[config.mk]
export PLATFORM = sky130hd
export DESIGN_NAME = instruction_prefetch_unit
export DESIGN_NICKNAME = d
export VERILOG_FILES = /design/src/rtl/ifu_pkg.sv /design/src/rtl/fetch_queue.sv /design/src/rtl/instruction_prefetch_unit.sv
export SDC_FILE = /design/constraint.sdc
export NUM_CORES = 1
export LEC_CHECK = 0
export BUFFER_PORTS_ARGS = -buffer_cell sky130_fd_sc_hd__buf_2
export CAP_MARGIN = 20
export CORE_MARGIN = 2
export CORE_UTILIZATION = 40
export CTS_CLUSTER_DIAMETER = 60
export CTS_CLUSTER_SIZE = 40
export DETAILED_ROUTE_END_ITERATION = 7
export PLACE_DENSITY = 0.63
export SLEW_MARGIN = 20
export SYNTH_ARGS = -nofsm -noshare
export SYNTH_HDL_FRONTEND = slang
export SYNTH_SLANG_ARGS = --single-unit
[constraint.sdc]
create_clock -name clk -period 10.99 [get_ports clk]
set_input_delay 0 -clock clk [delete_from_list [all_inputs] [get_ports clk]]
set_output_delay 0 -clock clk [all_outputs]
set_load 0.01 [all_outputs]
[src/rtl/ifu_pkg.sv]
`default_nettype none
// ============================================================================
// Module   : ifu_pkg
// Brief    : Shared widths, reset PC and redirect-target helpers for the IFU.
// Revision : 1.0
// ============================================================================
package ifu_pkg;

    localparam int              XLEN             = 32;
    localparam int              INSTR_W          = 32;
    localparam logic [XLEN-1:0] RESET_PC_DEFAULT = 32'h0000_0000;

    typedef struct packed {
        logic [XLEN-1:0]    pc;
        logic [INSTR_W-1:0] instr;
    } fetch_entry_t;

    // Region-relative jump: keep the top nibble of the sequential PC.
    function automatic logic [XLEN-1:0] calc_j_addr(input logic [XLEN-1:0] pc,
                                                    input logic [25:0]     index);
        return ((pc + 32'd4) & 32'hF000_0000) | {4'b0000, index, 2'b00};
    endfunction

    function automatic logic [XLEN-1:0] calc_b_addr(input logic [XLEN-1:0] pc,
                                                    input logic [15:0]     imm);
        return pc + 32'd4 + {{14{imm[15]}}, imm, 2'b00};
    endfunction

endpackage

`default_nettype wire

[src/rtl/fetch_queue.sv]
`default_nettype none
// ============================================================================
// Module   : fetch_queue
// Brief    : Registered circular FIFO holding fetched {pc, instr} entries.
// Revision : 1.0
// ============================================================================
module fetch_queue #(
    parameter int  DEPTH   = 4,
    parameter int  WIDTH   = 64,
    localparam int c_CNT_W = $clog2(DEPTH + 1)
) (
    input  logic               clk,
    input  logic               rst,
    input  logic               flush,
    input  logic               push,
    input  logic [WIDTH-1:0]   push_data,
    input  logic               pop,
    output logic [WIDTH-1:0]   head_data,
    output logic               full,
    output logic               empty,
    output logic [c_CNT_W-1:0] count
);

    localparam int c_PTR_W = $clog2(DEPTH);

    logic [WIDTH-1:0]   r_mem [DEPTH];
    logic [c_PTR_W-1:0] r_wr_ptr;
    logic [c_PTR_W-1:0] r_rd_ptr;
    logic [c_CNT_W-1:0] r_count;
    logic               w_pop;

    assign w_pop     = pop & ~empty;
    assign head_data = r_mem[r_rd_ptr];
    assign empty     = (r_count == '0);
    assign full      = (r_count == c_CNT_W'(DEPTH));
    assign count     = r_count;

    // Storage is cleared on reset so the head reads zero before any fetch.
    always_ff @(posedge clk or posedge rst) begin
        if (rst) begin
            r_wr_ptr <= '0;
            r_rd_ptr <= '0;
            r_count  <= '0;
            for (int i = 0; i < DEPTH; i++) begin
                r_mem[i] <= '0;
            end
        end else if (flush) begin
            r_wr_ptr <= '0;
            r_rd_ptr <= '0;
            r_count  <= '0;
        end else begin
            if (push) begin
                r_mem[r_wr_ptr] <= push_data;
                r_wr_ptr        <= r_wr_ptr + c_PTR_W'(1);
            end
            if (w_pop) begin
                r_rd_ptr <= r_rd_ptr + c_PTR_W'(1);
            end
            r_count <= r_count + c_CNT_W'(push) - c_CNT_W'(w_pop);
        end
    end

endmodule

`default_nettype wire

[src/rtl/instruction_prefetch_unit.sv]
`default_nettype none
// ============================================================================
// Module   : instruction_prefetch_unit
// Brief    : Sequential instruction prefetcher with jump/branch redirect.
// Revision : 1.0
// ============================================================================
module instruction_prefetch_unit
    import ifu_pkg::*;
#(
    parameter int              DEPTH    = 4,
    parameter logic [XLEN-1:0] RESET_PC = RESET_PC_DEFAULT
) (
    input  logic               clk,
    input  logic               rst,
    output logic               imem_req_valid,
    input  logic               imem_req_ready,
    output logic [XLEN-1:0]    imem_req_addr,
    input  logic               imem_resp_valid,
    input  logic [INSTR_W-1:0] imem_resp_data,
    output logic               if_valid,
    output logic [INSTR_W-1:0] if_instr,
    output logic [XLEN-1:0]    if_pc,
    input  logic               id_ready,
    input  logic               jump_target,
    input  logic               jump_branch,
    input  logic [XLEN-1:0]    pc_id,
    input  logic [25:0]        instr_id
);

    localparam int               c_CNT_W     = $clog2(DEPTH + 1);
    localparam int               c_PTR_W     = $clog2(DEPTH);
    localparam logic [c_CNT_W:0] c_DEPTH_EXT = (c_CNT_W + 1)'(DEPTH);

    logic [XLEN-1:0]    r_fetch_pc;
    logic [c_CNT_W-1:0] r_outstanding;
    logic [c_CNT_W-1:0] r_discard;
    logic [XLEN-1:0]    r_pc_fifo [DEPTH];
    logic [c_PTR_W-1:0] r_pcf_wr_ptr;
    logic [c_PTR_W-1:0] r_pcf_rd_ptr;

    logic               w_redirect;
    logic [XLEN-1:0]    w_target;
    logic [c_CNT_W:0]   w_in_flight;
    logic               w_accept;
    logic               w_resp_keep;
    logic               w_q_push;
    logic               w_q_pop;
    logic               w_q_full;
    logic               w_q_empty;
    logic [c_CNT_W-1:0] w_q_count;
    fetch_entry_t       w_push_entry;
    fetch_entry_t       w_head_entry;

    assign w_redirect  = jump_target | jump_branch;
    assign w_target    = jump_target ? calc_j_addr(pc_id, instr_id)
                                     : calc_b_addr(pc_id, instr_id[15:0]);
    // Queued plus in-flight never exceeds DEPTH, so every response has a slot.
    assign w_in_flight = {1'b0, w_q_count} + {1'b0, r_outstanding};

    assign imem_req_valid = ~rst & ~w_redirect & (w_in_flight < c_DEPTH_EXT);
    assign imem_req_addr  = r_fetch_pc;
    assign w_accept       = imem_req_valid & imem_req_ready;

    assign w_resp_keep  = imem_resp_valid & ~w_redirect & (r_discard == '0);
    assign w_q_push     = w_resp_keep & ~w_q_full;
    assign w_q_pop      = ~w_q_empty & id_ready & ~w_redirect;
    assign w_push_entry = '{pc: r_pc_fifo[r_pcf_rd_ptr], instr: imem_resp_data};

    assign if_valid = ~w_q_empty;
    assign if_pc    = w_head_entry.pc;
    assign if_instr = w_head_entry.instr;

    fetch_queue #(
        .DEPTH (DEPTH),
        .WIDTH ($bits(fetch_entry_t))
    ) u_fetch_queue (
        .clk       (clk),
        .rst       (rst),
        .flush     (w_redirect),
        .push      (w_q_push),
        .push_data (w_push_entry),
        .pop       (w_q_pop),
        .head_data (w_head_entry),
        .full      (w_q_full),
        .empty     (w_q_empty),
        .count     (w_q_count)
    );

    // Outstanding counts every in-flight request, including ones to be discarded.
    always_ff @(posedge clk or posedge rst) begin
        if (rst) begin
            r_fetch_pc    <= RESET_PC;
            r_outstanding <= '0;
            r_discard     <= '0;
        end else begin
            r_outstanding <= r_outstanding + c_CNT_W'(w_accept) - c_CNT_W'(imem_resp_valid);
            if (w_redirect) begin
                r_fetch_pc <= w_target;
                r_discard  <= r_outstanding - c_CNT_W'(imem_resp_valid);
            end else begin
                if (w_accept) begin
                    r_fetch_pc <= r_fetch_pc + XLEN'(4);
                end
                if (imem_resp_valid && (r_discard != '0)) begin
                    r_discard <= r_discard - c_CNT_W'(1);
                end
            end
        end
    end

    always_ff @(posedge clk or posedge rst) begin
        if (rst) begin
            r_pcf_wr_ptr <= '0;
            r_pcf_rd_ptr <= '0;
        end else if (w_redirect) begin
            r_pcf_wr_ptr <= '0;
            r_pcf_rd_ptr <= '0;
        end else begin
            if (w_accept) begin
                r_pcf_wr_ptr <= r_pcf_wr_ptr + c_PTR_W'(1);
            end
            if (w_resp_keep) begin
                r_pcf_rd_ptr <= r_pcf_rd_ptr + c_PTR_W'(1);
            end
        end
    end

    always_ff @(posedge clk) begin
        if (w_accept) begin
            r_pc_fifo[r_pcf_wr_ptr] <= r_fetch_pc;
        end
    end

endmodule

`default_nettype wire

## Yosys cells after proc, flatten, opt, wreduce, memory -nomap -nowiden

Memories as Yosys holds them, arrays and structs flattened.
Index checks and enable logic that the tools add are counted.

- $add $sub $neg: 14
- $mul: 0
- Divide/modulo/power cells: 0
- $lt $le $gt $ge: 4
- Equal/unequal tests: 1
- Shift operators: 0
- Mux-type cells: 22
- Bitwise logic cells: 17
- Reduce and logical (&&, ||, !) cells: 11

Operator list:

| kind | number |
|---|---|
| $bwmux 256 | 1 |
| $mux 64 | 3 |
| $bmux 64 s2 | 1 |
| $demux 64 s2 | 1 |
| $mux 32 | 3 |
| $add 32x3->32 const B | 2 |
| $add 32x32->32 | 1 |
| $or 32x28->32 | 1 |
| $mux 2 | 8 |
| $reduce_bool 2->1 | 5 |
| $and 1x1->1 | 9 |
| $mux 3 | 3 |
| $sub 3x1->3 | 3 |
| $add 2x1->2 const B | 4 |
| $add 3x1->3 | 2 |
| $ge 3x3->1 const B | 2 |
| $logic_not 3->1 | 2 |
| $not 2->3 | 2 |
| $add 3x3->4 | 1 |
| $lt 4x3->1 const B | 1 |
| $not 1->1 | 4 |
| $eq 3x3->1 const B | 1 |
| $lt 3x1->1 const B | 1 |
| $reduce_bool 3->1 | 1 |
| other kinds (5) | 7 |

- Flip-flop bits (word level): 305
- Bits in latches: 0
- Bits in writable memories: 128
- Bits in read-only memories: 0
- Input port bits: 97
- Output and inout bits: 98
- Memories kept: 1

Memory list:

| memory | words | width | rd ports | clocked after memory_dff | write ports | line | source |
|---|---|---|---|---|---|---|---|
| r_pc_fifo | 4 | 32 | 1 | 0 | 1 | instruction_prefetch_unit.sv:37 | `logic [XLEN-1:0] r_pc_fifo [DEPTH];` |

## Longest topological paths before layout

Gate-level depths: netlist of run 1.

- Word-level depth: 8
- Gate-level depth with buffers: 16
- Mapped depth without buffers: 15

## Modules after synthesis

From an unflattened synthesis of run 1, not the netlist that was laid out.

- Cells, all modules: 1478
- Area total of the unflattened synthesis: 21550.7 µm²

By module, submodules not included:

| module | times used | cells each | area each (µm²) |
|---|---|---|---|
| fetch_queue | 1 | 663 | 11917.7 |
| instruction_prefetch_unit | 1 | 815 | 9633.0 |

## Worst setup path before layout of run 1

OpenSTA, ideal clock, no wires.

- Path kind: in2reg
- Start: input port pc_id[13]
- End: register r_fetch_pc[31], in the netlist imem_req_addr[31]
- Arrival: 2.803 ns
- Data required time: 10.903 ns
- Slack: 8.100 ns
- Cell stages on the path: 16
- Path buffers: 1
- Path through: and4_1 and4_1 nand2_1 nor2_1 and3_1 xor2_1 ha_1 buf_2 and4_1 and3_1 nand3_1 o31ai_1 nor3_1 xnor2_1 mux2_4 a211oi_2

- Word-level cells in the longest chain between the ends: 4
- Elaborated cells between the ends (all ways): 5
- Classes of those cells: add/sub: 2; mux: 2; bitwise: 1

Ends and longest elaborated chain:

| item | line | source |
|---|---|---|
| start: declaration | instruction_prefetch_unit.sv:26 | `input logic [XLEN-1:0] pc_id,` |
| $add 32x3->32 * | ifu_pkg.sv:21, ifu_pkg.sv:26 |  |
| $add 32x32->32 / $or 32x28->32 (equally long branches) | ifu_pkg.sv:26, ifu_pkg.sv:21 |  |
| $mux 32 * | instruction_prefetch_unit.sv:55 | `assign w_target = jump_target ? calc_j_addr(pc_id, instr_id)` |
| $mux 32 * | instruction_prefetch_unit.sv:97 | `if (w_redirect) begin` |
| end signal: assignment | instruction_prefetch_unit.sv:98 | `r_fetch_pc <= w_target;` |
| end signal: assignment | instruction_prefetch_unit.sv:102 | `r_fetch_pc <= r_fetch_pc + XLEN'(4);` |
| end: declaration | instruction_prefetch_unit.sv:34 | `logic [XLEN-1:0] r_fetch_pc;` |

Mark *: on every way between the ends. The rest lies on a longest branch, timed or not.
A chain may end at the register's enable or synchronous reset.

## Worst setup path in the final report of run 1

- Start: register r_outstanding[1]
- End: register r_fetch_pc[31], in the netlist imem_req_addr[31]

- Word-level cells in the longest chain between the ends: 5

Ends and longest elaborated chain:

| item | line | source |
|---|---|---|
| start: declaration | instruction_prefetch_unit.sv:35 | `logic [c_CNT_W-1:0] r_outstanding;` |
| start signal: assignment | instruction_prefetch_unit.sv:96 | `r_outstanding <= r_outstanding + c_CNT_W'(w_accept) - c_CNT_W'(imem_resp_valid);` |
| $add 3x3->4 | instruction_prefetch_unit.sv:58 | `assign w_in_flight = {1'b0, w_q_count} + {1'b0, r_outstanding};` |
| $lt 4x3->1 | instruction_prefetch_unit.sv:60 | `assign imem_req_valid = ~rst & ~w_redirect & (w_in_flight < c_DEPTH_EXT);` |
| $and 1x1->1 | instruction_prefetch_unit.sv:60 |  |
| $and 1x1->1 | instruction_prefetch_unit.sv:62 | `assign w_accept = imem_req_valid & imem_req_ready;` |
| $reduce_bool 2->1 (no line) | - |  |

No other way between the ends.

==> results of run 1 <==
-- cells by family (layout without fill, tap and decap cells) --
kind of cell,count (synthesis),count (layout)
simple gates,258,258
buf+inv,104,365
xor+xnor,68,68
flops,433,433
mux,360,360
fa+ha+maj,57,57
compound gates,206,206
-- sequential cells by signal, indices dropped and copies added (netlist names) --
register                flops
r_pcf_wr_ptr                2
imem_req_addr              32
u_fetch_queue.r_wr_ptr      2
u_fetch_queue.count         3
u_fetch_queue.r_rd_ptr      2
u_fetch_queue.r_mem       256
r_outstanding               3
r_pcf_rd_ptr                2
r_discard                   3
r_pc_fifo                 128
-- cell usage in the layout (no fill, tap or decap), types with 45 or more instances in the layout --
cell type,netlist,layout
a21oi_1,71,71
dlygate4sd3_1,0,71
nor2_1,64,64
buf_2,17,194
xnor2_1,45,45
dfrtp_1,305,301
mux2_2,256,256
nand2_1,62,58
mux4_2,96,96
edfxtp_1,128,128
ha_1,54,54
-- per-layer routing --
layer  wire [µm]  track usage (%)  up-vias
li1            -                -     6126
met1       22500             25.1     6871
met2       24500             31.7      314
met3        2700             2.86       49
met4         594             3.36        4
met5          27                0        -
-- power breakdown --
| part | switching, W | internal (W) |
|---|---|---|
| registers | 0.000117 | 0.00180 |
| logic | 0.000382 | 0.000391 |
| clock network | 0.000622 | 0.000581 |
| total | 0.00112 | 0.00278 |
-- path summary, 6_finish.rpt --
check	from	end	slack (ns)	cells past startpoint
hold reg to reg	u_fetch_queue.r_mem[101]	u_fetch_queue.r_mem[101]	0.50	1
max in group asynchronous	rst	u_fetch_queue.r_mem[167]	9.33	5
min in group asynchronous	rst	imem_req_addr[14]	0.14	3
hold / removal	pc_id[2]	imem_req_addr[2]	0.05	5
setup / recovery	r_outstanding[1]	imem_req_addr[31]	7.46	9
setup reg to reg	r_outstanding[1]	imem_req_addr[31]	7.46	9
-- final cells by class --
class                      count  share of cell area (%)
clock buffer                  33                    3.18
clock inverter                23                    1.21
inverter                      29                   0.473
multi-input combinational    949                    37.5
sequential                   433                    46.7
tap                          688                    3.50
timing repair buffer         280                    7.42
-- Yosys cell counts (4+ instances only) --
library cell,n
clkbuf_1,44
o21bai_1,7
o31ai_1,4
dfrtp_1,305
buf_1,6
nor3_1,13
ha_1,54
mux2_2,256
mux4_2,96
a21o_1,13
buf_2,17
o22ai_1,10
clkbuf_8,5
and4_1,7
and3_1,18
mux2i_1,7
nor2_1,64
o21a_1,6
and2_1,10
a31oi_1,12
nand3_1,28
nand4_1,20
nand2_1,62
o21ai_1,6
a21oi_1,71
o21ai_0,24
xor2_1,23
a211oi_1,9
inv_1,28
edfxtp_1,128
a41oi_1,4
xnor2_1,45
-- per-stage QoR --
step,std cells,setup slack [ns]
final,2435,7.46
after global routing,2435,7.20
after CTS,2434,7.49
after detailed placement,2307,7.60
after global placement,2307,7.61
after floorplan,1486,2.56
-- worst max-delay path, delay by kind of cell (launching register included) --
kind                     cells  cell delay [ns]
AO/OA/AOI/OAI                2             0.36
adder cells (fa/ha/maj)      1             0.22
buffers and inverters        2             0.86
flip-flops                   1             0.45
AND/OR/NAND/NOR              4             1.59
==> flow_summary.json, run 1 <==
{
  "status": "finished, final reports clean",
  "post_dp_cell_area_um2": 22800,
  "clkSlewWorstSetupHoldPaths_ns": 0.10,
  "dp.final_hpwl_um": 33300,
  "drtAntennaViolNets": 0,
  "whs_ns": 0.0538,
  "critPathRequiredTime_ns": 11.53,
  "setup_viol": 0,
  "clkLatencyLatePin_ns": 0.60,
  "fp.dieArea_um2": 54800,
  "num-nets-final": 1877,
  "hold_viol_final": 0,
  "ys_seq_area_share_pct": 54.2,
  "yosys.area_share.simple_pct": 6.52,
  "cts.sinks": 433,
  "power.density_nw_per_um2": 158,
  "drive_gt1_share_pct": 37.4,
  "boundaryPins": 195,
  "path_class": "flip-flop to flip-flop",
  "ir_drop_v": 0.000113,
  "crit_fanout": 21,
  "synth_edf_count": 128,
  "synth_mux_area_share_pct": 24.2,
  "cts_setup_buffers": 0,
  "power_leakage_nw": 10.8,
  "cp.arrival_ns": 4.07,
  "syn_area_um2": 21200,
  "fin_util_pct": 46.9,
  "maxCapViolCount": 0,
  "cts.path.max_buffers": 3,
  "gr-usage-all-layers_pct": 18.5,
  "synth_area_leaders": "dfrtp_1 36%, edfxtp_1 18%, mux2_2 14%, mux4_2 10%, ha_1 3.2%",
  "drcViolationCount": 0,
  "fill_cells": 4619,
  "final_area_um2": 24600,
  "cts_buffers": 30,
  "finalSetupTns_ns": 0,
  "worstSetupStartpointType": "flip-flop",
  "grt_pass1_vias": 13900,
  "synthAdderAreaFrac_pct": 3.48,
  "fmax_ghz": 0.283,
  "synth-main-ff-cell": "dfrtp_1",
  "synth_xor_area_share_pct": 2.81,
  "cts_resized": 0,
  "syn_nets": 1640,
  "detail_route.iter0.violations": 851,
  "synth_seq_cells": 433,
  "ys_warn_count": 0,
  "place.gp.congestion": 0.852,
  "die_x_um": 234,
  "start_util_pct": 40.4,
  "hp-class": "input port to flip-flop",
  "grt_pass1_wl_um": 78900,
  "cp_slowest_stage_delay_ns": 0.74,
  "synth_top_family_by_area": "multiplexers",
  "slew_viol_final": 0,
  "multi_input_area_um2": 9240,
  "power_w": 0.00390,
  "num_rows": 84,
  "yosys.area.top_type_share_pct": 36.1,
  "wl_per_cell_um": 20.7,
  "synth_cells": 1486,
  "crit_chain": "ha_1 -> nor4_1 -> and3_1 -> and2_4 -> inv_1 -> nand2_1 -> a21oi_1 -> a211oi_2 -> dlygate4sd3_1",
  "port_buffers": 194,
  "postCtsHoldBufs": 71,
  "h-tree-depth": 1,
  "synth-async-reset-ratio_pct": 70.4,
  "root_buffer": "clkbuf_16",
  "vias": 13400,
  "grt_max_degree": 206,
  "drt_pre_antenna_iters": 5,
  "cts_tree": "yes",
  "area_growth_pct": 16.2,
  "fin_skew_ns": 0.0337,
  "synth_cell_types": 77,
  "timing.final.crit_share_pct": 32.1,
  "rsz0062_at_grt": "no",
  "die_h_um": 234,
  "overflow": 0,
  "period_needed_ns": 3.53,
  "regArea_um2": 11500,
  "via_per_inst": 5.49,
  "antenna_found_initial": 2,
  "cpMaxStageDelayCell": "nand2_1",
  "synth_compound_area_share_pct": 6.45,
  "slew_headroom_pct": 27.9,
  "detail_route.wirelength_um": 50300,
  "endpoint_kind": "flip-flop",
  "worst_slew_pin_slew_ns": 1.08,
  "synth_area_per_cell_um2": 14.2,
  "coreArea_um2": 52400,
  "yosysTopAreaCell": "dfrtp_1",
  "diodes": 0
}
Note: power is estimated with default switching activity, not from simulation.
==> inputs of run 2 (changes only) <==
==> constraint.sdc (replaced) <==
create_clock -name clk -period 3.4 [get_ports clk]
set_input_delay 0 -clock clk [delete_from_list [all_inputs] [get_ports clk]]
set_output_delay 0 -clock clk [all_outputs]
set_load 0.01 [all_outputs]
==> run 2 against run 1 <==
  * Combinational power grew to 3.3 times the previous value
  * Global-route usage is 0.11 points lower
  * Wire length is 0.69% lower
  * Clock-buffer cell count is 8 higher
  * Maximum frequency is 14% higher
  * Sequential cell count stayed put
  * Worst hold slack worse by 0.034 ns
  * Non-clock buffer count is 31 higher
  * Design area is 1.8% higher
  * Critical path type unchanged
  * Critical endpoint is now imem_req_addr[12]
==> flow_summary.json, run 2 (same netlist as run 1, synthesis figures left out) <==
{
  "status": "finished, final reports clean",
  "die_h_um": 234,
  "detail_route.iter0.violations": 896,
  "grt-busiest-layer": "met2",
  "grt_use_met1_pct": 25.5,
  "drt_pre_antenna_iters": 5,
  "layout_commonest_cell": "dfrtp_1",
  "mostFrequentLayoutCells": "302 x dfrtp_1, 256 x mux2_2, 194 x buf_2, 128 x edfxtp_1, 96 x mux4_2",
  "boundaryPins": 195,
  "period_needed_ns": 3.10,
  "fmax_ghz": 0.323,
  "crit_fanout": 17,
  "cts.sinks": 433,
  "worst_slew_pin_slew_ns": 0.943,
  "clkSlewWorstSetupHoldPaths_ns": 0.09,
  "rsz0062_at_grt": "no",
  "overflow": 0,
  "coreArea_um2": 52400,
  "regMostFlops": "u_fetch_queue.r_mem",
  "timing.final.crit_share_pct": 91.1,
  "root_buffer": "clkbuf_16",
  "gr-usage-all-layers_pct": 18.4,
  "grt_pass1_vias": 14000,
  "power_leakage_nw": 11.1,
  "worstSetupStartpointType": "flip-flop",
  "clkLatencyLatePin_ns": 0.54,
  "fp.dieArea_um2": 54800,
  "cts_resized": 0,
  "grt_pass1_wl_um": 78400,
  "dp.final_hpwl_um": 34500,
  "detail_route.wirelength_um": 50000,
  "cts_setup_buffers": 0,
  "hold_viol_final": 0,
  "cts_buffers": 35,
  "cts_tree": "yes",
  "antenna_found_initial": 2,
  "slew_headroom_pct": 37.0,
  "port_buffers": 194,
  "via_per_inst": 5.47,
  "vias": 13500,
  "path_class": "flip-flop to flip-flop",
  "postCtsHoldBufs": 71,
  "power_w": 0.0130,
  "diodes": 0,
  "drive_gt1_share_pct": 38.7,
  "cp.arrival_ns": 3.56,
  "wl_per_cell_um": 20.2,
  "start_util_pct": 40.4,
  "ir_drop_v": 0.000252,
  "drcViolationCount": 0,
  "drtAntennaViolNets": 0,
  "h-tree-depth": 2,
  "num_rows": 84,
  "fin_util_pct": 47.8,
  "cts.path.max_buffers": 3,
  "met2_usage_pct": 29.9,
  "power.density_nw_per_um2": 519,
  "num-nets-final": 1913,
  "slew_viol_final": 0,
  "place.gp.congestion": 0.859,
  "critPathRequiredTime_ns": 3.87,
  "hp-class": "input port to flip-flop",
  "endpoint_kind": "flip-flop",
  "largest_register_ffs": 256,
  "die_x_um": 234,
  "fin_skew_ns": 0.0170,
  "fill_cells": 4643,
  "grt_max_degree": 98,
  "grt.met3_usage_pct": 3.50,
  "area_growth_pct": 18.4,
  "setup_viol": 0,
  "maxCapViolCount": 0
}
-- run 2: cell types whose count changed in the layout (fill, tap and decap cells not counted), moves of 2 or more --
cell	delta
clkbuf_16	+7
clkinv_2	+2
inv_6	-3
inv_12	-2
inv_8	+2
buf_4	+24
buf_12	+8
-- run 2: power breakdown --
part | switching (W) | leakage [nW] | internal [W]
Combinational | 0.00125 | 5.18 | 0.00129
Clock | 0.00204 | 0.593 | 0.00222
Sequential | 0.000368 | 5.29 | 0.00583
-- run 2: final timing paths --
check,from,to,slack [ns],cells past startpoint
worst max-delay path,r_outstanding[1],imem_req_addr[12],0.30,10
worst min-delay path,pc_id[31],imem_req_addr[31],0.02,5
worst max register to register,r_outstanding[1],imem_req_addr[12],0.30,10
worst min register to register,u_fetch_queue.r_mem[87],u_fetch_queue.r_mem[87],0.50,1
max in group asynchronous,rst,u_fetch_queue.r_mem[216],2.09,4
min in group asynchronous,rst,u_fetch_queue.count[0],0.29,3
-- run 2: cell type report --
| type | count | area [µm²] | area share [%] |
|---|---|---|---|
| tap | 688 | 861 | 3.44 |
| inverter | 29 | 113 | 0.449 |
| sequential | 433 | 11500 | 45.8 |
| multi-input combinational | 949 | 9240 | 36.9 |
| clock inverter | 22 | 259 | 1.03 |
| timing repair buffer | 311 | 2140 | 8.54 |
| clock buffer | 41 | 962 | 3.84 |
-- run 2: critical path, cell delays in order (launching register included) --
cell and delay [ns]:
dfrtp_1 0.45, ha_1 0.23, nor4_1 0.25, and3_1 0.29
and2_4 0.18, inv_1 0.05, buf_4 0.18, nand2_1 0.52
o22ai_1 0.18, a21oi_1 0.14, dlygate4sd3_1 0.56
-- run 2: per-layer routing --
metal	routed length, µm	vias up	share of wire (%)
met2	23400	346	47
met4	833	4	1.7
li1	-	6195	-
met5	21	-	0.042
met1	23100	6920	46
met3	2600	60	5.2
-- run 2: per-stage QoR --
stage | hold slack (ns) | instance area, µm² | cells | TNS [ns] | setup slack (ns)
global placement | 0.241 | 23100 | 2339 | 0 | 0.153
global route | 0.0933 | 25100 | 2473 | 0 | 0.101
CTS | 0.0102 | 25100 | 2473 | 0 | 0.273
detailed placement | 0.239 | 23100 | 2339 | 0 | 0.129
floorplan | 0.121 | 21200 | 1486 | -200.38 | -0.657
finish | 0.0197 | 25100 | 2473 | 0 | 0.303
